===== src/rtl/anspwm_pkg.sv =====
`default_nettype none
// ============================================================================
//  Module      : anspwm_pkg
//  Description : Types and helpers shared across the anspwm datapath.
//                sm_t is the sign-magnitude sample word used by the
//                difference and integration stages. sm_norm() removes
//                negative zero.
//  Revision    : 1.0  initial release
// ============================================================================
package anspwm_pkg;

    localparam int W = 16;
    localparam logic [W-1:0] MAG_MAX = '1;  // 2^W-1

    typedef struct packed {
        bit         sign;   // 1 = negative
        bit [W-1:0] mag;
    } sm_t;

    // A zero magnitude is always reported as +0.
    function automatic sm_t sm_norm(input sm_t x);
        sm_t r;
        r = x;
        if (x.mag == '0) begin
            r.sign = 1'b0;
        end
        return r;
    endfunction

endpackage : anspwm_pkg
`default_nettype wire


===== src/rtl/sm_add.sv =====
`default_nettype none
// ============================================================================
//  Module      : sm_add
//  Description : Combinational sign-magnitude adder with a clamped
//                magnitude. The sum is formed with one extra magnitude bit.
//                If that bit is set, the magnitude is clamped to MAG_MAX and
//                the computed sign is kept.
//  Ports       : i_a, i_b  - sign-magnitude operands
//                o_sum     - normalised, clamped sum
//                o_sat     - the sum was clamped
//  Revision    : 1.0  initial release
// ============================================================================
module sm_add
    import anspwm_pkg::*;
(
    input  sm_t  i_a,
    input  sm_t  i_b,
    output sm_t  o_sum,
    output logic o_sat
);

    sm_t          w_a;
    sm_t          w_b;
    logic [W:0]   w_raw;
    logic         w_sign;
    sm_t          w_pre;

    // Normalise the operands so that -0 never controls the result sign.
    assign w_a = sm_norm(i_a);
    assign w_b = sm_norm(i_b);

    always_comb begin
        w_raw  = '0;
        w_sign = 1'b0;
        if (w_a.sign == w_b.sign) begin
            w_raw  = {1'b0, w_a.mag} + {1'b0, w_b.mag};
            w_sign = w_a.sign;
        end else if (w_a.mag >= w_b.mag) begin
            w_raw  = {1'b0, w_a.mag} - {1'b0, w_b.mag};
            w_sign = w_a.sign;
        end else begin
            w_raw  = {1'b0, w_b.mag} - {1'b0, w_a.mag};
            w_sign = w_b.sign;
        end
    end

    // An overflow can only occur when the signs match. It never reaches
    // past bit W, so bit W alone is the overflow flag.
    assign o_sat      = w_raw[W];
    assign w_pre.sign = w_sign;
    assign w_pre.mag  = o_sat ? MAG_MAX : w_raw[W-1:0];
    assign o_sum      = sm_norm(w_pre);

endmodule : sm_add
`default_nettype wire


===== src/rtl/sm_integ.sv =====
`default_nettype none
// ============================================================================
//  Module      : sm_integ
//  Description : Sign-magnitude integrator, Y(n) = Y(n-1) + D(n), with
//                saturation. This stage inverts the anspwm delayed-difference
//                stage. Latency is one cycle, and a new delta is accepted on
//                every cycle.
//  Ports       : clk, rst_n      - clock, synchronous active-low reset
//                clr             - synchronous clear; rst_n has priority
//                in_valid, D, D_sign       - input delta
//                Y, Y_sign, out_valid      - registered accumulator
//                sat_now         - the current output was clamped
//                sat             - sticky saturation flag
//                n_samples       - saturating count of accepted deltas
//  Revision    : 1.0  initial release
// ============================================================================
module sm_integ #(
    parameter int W = anspwm_pkg::W     // must match anspwm_pkg::W
) (
    input  logic          clk,
    input  logic          rst_n,
    input  logic          clr,
    input  logic          in_valid,
    input  logic [W-1:0]  D,
    input  logic          D_sign,
    output logic [W-1:0]  Y,
    output logic          Y_sign,
    output logic          out_valid,
    output logic          sat_now,
    output logic          sat,
    output logic [15:0]   n_samples
);

    import anspwm_pkg::sm_t;

    sm_t          r_y;
    logic         r_out_valid;
    logic         r_sat_now;
    logic         r_sat;
    logic [15:0]  r_cnt;

    sm_t          w_d;
    sm_t          w_sum;
    logic         w_ovf;

    assign w_d.sign = D_sign;
    assign w_d.mag  = D;

    sm_add u_add (
        .i_a   (r_y),
        .i_b   (w_d),
        .o_sum (w_sum),
        .o_sat (w_ovf)
    );

    always_ff @(posedge clk) begin
        if (!rst_n || clr) begin
            r_y         <= '0;
            r_out_valid <= 1'b0;
            r_sat_now   <= 1'b0;
            r_sat       <= 1'b0;
            r_cnt       <= '0;
        end else if (in_valid) begin
            r_y         <= w_sum;
            r_out_valid <= 1'b1;
            r_sat_now   <= w_ovf;
            r_sat       <= r_sat | w_ovf;
            if (r_cnt != 16'hFFFF) begin
                r_cnt <= r_cnt + 16'd1;
            end
        end else begin
            r_out_valid <= 1'b0;
            r_sat_now   <= 1'b0;
        end
    end

    assign Y         = r_y.mag;
    assign Y_sign    = r_y.sign;
    assign out_valid = r_out_valid;
    assign sat_now   = r_sat_now;
    assign sat       = r_sat;
    assign n_samples = r_cnt;

endmodule : sm_integ
`default_nettype wire


===== config.mk =====
export PLATFORM = sky130hd
export DESIGN_NAME = sm_integ
export DESIGN_NICKNAME = d
export VERILOG_FILES = /design/src/rtl/anspwm_pkg.sv /design/src/rtl/sm_add.sv /design/src/rtl/sm_integ.sv
export SDC_FILE = /design/constraint.sdc
export NUM_CORES = 1
export LEC_CHECK = 0
export ABC_AREA = 1
export ABC_CLOCK_PERIOD_IN_PS = 2750
export CORE_MARGIN = 8
export CORE_UTILIZATION = 45
export CTS_BUF_LIST = sky130_fd_sc_hd__clkbuf_4 sky130_fd_sc_hd__clkbuf_8 sky130_fd_sc_hd__clkbuf_16
export DETAILED_ROUTE_END_ITERATION = 8
export PLACE_DENSITY = 0.77
export SETUP_SLACK_MARGIN = 0.02
export SLEW_MARGIN = 15
export SYNTH_ARGS = -nofsm -noshare
export SYNTH_HDL_FRONTEND = slang
export SYNTH_HIERARCHICAL = 1
export SYNTH_SLANG_ARGS = --single-unit

===== constraint.sdc =====
create_clock -name clk -period 2.75 [get_ports clk]
set_input_delay 0.55 -clock clk [delete_from_list [all_inputs] [get_ports clk]]
set_output_delay 0.55 -clock clk [all_outputs]
set_load 0.1 [all_outputs]

==> summary.txt <==
Power and ir drop
  • Power per cell area: 351.9 nW/µm²
  • Switching Share: 0.4457
  • Sequential power share: 0.197
  • P_int: 1.561 mW
  • Leak: about 4.3 nW
  • Clock power frac: 0.202
  • Comb pwr share: 0.601
  • Pwr Total: about 2.8 mW
  • Net Sw Power: 1.255 mW
  • Maximum VDD drop: 413.9 µV

Clock network
  • CTS buffer count: 5
  • Clock Tree Root: clkbuf_16
  • CTS Sinks: 36
  • Clk buf depth: 2
  • CTS tree: built
  • Clock transition at path regs: roughly 60 ps
  • Worst skew pair latency: 290 ps
  • CTS HTree Levels: 2

Route
  • DR WL/cell: roughly 15 µm
  • Vias per std cell: 5.071
  • Initial DRC count: 567
  • DRC Markers: 0
  • DRT Wirelength: 20980 µm
  • Via count: 6993
  • DR pass1 iterations: 5
  • Post-DRT Antenna Nets: 0

Synthesis
  • Synthesized flop and latch total: 36
  • Syn avg cell area: 5.606 µm²
  • Yosys warns: 6
  • Synth top area share: 0.2355
  • Leading area contributor after synthesis: nand2_1
  • Post-synth EDFFs: 0
  • Main synth FF type: dfxtp_1
  • Register area share after synthesis: 0.1292
  • Synth Net Count: 1068
  • Synth Instances: 995
  • Cell with the most instances after synthesis: nand2_1
  • Post-Syn Area: 5578 µm²
  • Synth cell types: 38
  • Ranking of synthesized cells by area: nand2_1 (24%), dfxtp_1 (13%), ha_1 (11%)
  • Post-synth ARST share: 0
  • Post-synth top cells: nand2_1 (350), inv_1 (153), nor2_1 (105), nand3_1 (71), a21oi_1 (56)

Min path
  • Hold Crit Class: reg2reg
  • Hold-critical path depth: 2

Critical path
  • Maximum fanout along the worst path: 3
  • Stages on worst setup path: 19
  • Crit path buf inv count: 2
  • CP Launch Type: flip-flop
  • Critical path, cell by cell: clkinvlp_4 > ha_4 > nand2_2 > nor2_2 > inv_1 > nor2_1 > o21ai_0 > nand3_1 > nand2_1 > nand2_2 > nand2_2 > a21oi_4 > nand3_1 > nor2_1 > nand2_1 > nor2_1 > nor2_1 > nand2_1 > a21oi_1
  • Largest delay share family, worst path: simple AND/OR/NAND/NOR gates
  • Slowest cell on crit path: dfxtp_4
  • Endpoint type of the worst setup path: flip-flop
  • Most frequent CP cell: nor2_1
  • Crit Path Category: reg2reg
  • Worst R2R Path Depth: 19
  • Data arrival, critical path: 2810 ps
  • Slowest stage delay, CP: 350 ps
  • Worst path required time: between 2000 and 3000 ps

Placed design
  • Placed Area: 7263 µm²
  • GP Congestion: 0.9765
  • Setup WS pre-CTS: -714.9 ps
  • Port bufs: 56
  • Detailed Place HPWL: 16610 µm

Timing
  • Final worst slack: 90.05 ps
  • Hold Vio Cnt, Final: 0
  • Tcrit/Tclk final: 0.9673
  • Final setup viols: 0
  • Post-Route Skew: a little under 8 ps
  • Worst Hold Slack: a little under 500 ps
  • Worst Max-Slew Pin Slew: 456.1 ps
  • Max frequency: 375.9 MHz
  • Min Tclk post-route: 2660 ps
  • Fin. max-slew vios: 0
  • Relative slew slack: 0.6950

GRT
  • GRT Total Usage: 0.2507
  • First-pass GRT wire length: 32850 µm
  • Initial antenna violation count: 0
  • Total gr overflow: 0
  • Largest net degree at the start of global routing: 20
  • Vias in the first global route: 6745

Die
  • Core Area: 12060 µm²
  • Io pins: 57
  • Die area: approximately 16000 µm²
  • Row count: 40
  • Starting Density: 0.4624
  • Die Y: about 130 µm
  • Die Wd: approximately 130 µm

Cells and area
  • Share of layout cells above drive strength 1: 0.3435
  • # fillers: approximately 1100
  • Area delta synth->final: 43.47%
  • Finished Cell Area: 8003 µm²
  • Multi-input combinational cell area: 4517 µm²
  • Register area: approximately 760 µm²
  • Nets@finish: approximately 1300
  • Antenna diode count: 0

Run
  • MaxCap Viol Count: 0

Run status
  • Status: finished clean
area by class of cell:
cell class,instances,share of cell area
clock buffers,5,0.01563
clock inverters,3,0.002345
inverters,163,0.07739
multi-input cells,769,0.5644
flip-flops and latches,36,0.09537
well taps,168,0.02627
repair buffers,235,0.2186
flip-flops by register name (all words and copies together) (netlist names):
signal and cells:
sat_now 1, n_samples 16, Y_sign 1, out_valid 1, sat 1, Y 16
kinds of logic after synthesis:
| family | Yosys count | share of synthesized area |
|---|---|---|
| AO/OA/AOI/OAI | 91 | 0.09152 |
| AND/OR/NAND/NOR | 607 | 0.4767 |
| buffers and inverters | 192 | 0.1552 |
| adder cells (fa/ha/maj) | 52 | 0.1207 |
| XOR/XNOR | 17 | 0.02669 |
| flip-flops | 36 | 0.1292 |
timing repair:
item                                    in CTS  in global routing
buffers inserted                             4                 13
gates cloned                                 2                  0
endpoints found under the setup margin      19                 17
pin swaps                                    6                 19
hold buffers                                 0                  0
resized for setup                           76                 96
endpoints found under the hold margin        0                  0
worst register-to-register path, cell delays in order, from the launching register on:
cell and delay (ps):
dfxtp_4 350, clkinvlp_4 140, ha_4 320, nand2_2 80, nor2_2 130, inv_1 90
nor2_1 190, o21ai_0 200, nand3_1 130, nand2_1 70, nand2_2 60, nand2_2 90
a21oi_4 160, nand3_1 80, nor2_1 110, nand2_1 60, nor2_1 100, nor2_1 50
nand2_1 60, a21oi_1 60
cell usage in the layout, fill, tap and decap left out, drive strengths merged, types with 5 or more instances in the layout:
cell type / count
a21oi: 61
buf: 215
clkbuf: 20
clkinv: 5
dfxtp: 36
ha: 49
inv: 159
nand2: 384
nand3: 77
nand4: 19
nor2: 120
nor3: 6
o21ai: 21
xor2: 15
power groups by stage:
stage                     logic [mW]  clock network (mW)  registers [mW]
after floorplan                0.757                   0           0.699
after global placement          1.46                   0           0.564
after detailed placement        1.47                   0           0.565
after CTS                       1.57               0.573           0.554
after global routing            1.81               0.601           0.558
final                           1.69               0.568           0.555
stage by stage:
| stage | cells | util | TNS, ps |
|---|---|---|---|
| 6_report | 1379 | 0.6635 | 0 |
| 3_3_place_gp | 1352 | 0.6022 | -8443 |
| 3_5_place_dp | 1352 | 0.6022 | -9116 |
| 4_1_cts | 1366 | 0.6418 | 0 |
| 5_1_grt | 1379 | 0.6635 | -53.59 |
| 2_1_floorplan | 995 | - | 0 |
metal layers:
layer  up-vias  global-route usage  wire [µm]
met2       263              0.4235       9890
met4         0             0.09587        700
met1      3200              0.3150       8988
li1       3482                   -          -
met5         -                   0          0
met3        48             0.03619       1405
final timing paths:
kind / startpoint / slack [ps] / to
max: Y[12] / 90 / Y_sign
min: sat / 490 / sat
max reg2reg: Y[12] / 90 / Y_sign
min reg2reg: sat / 490 / sat
Power figures use the tool's default switching activity.
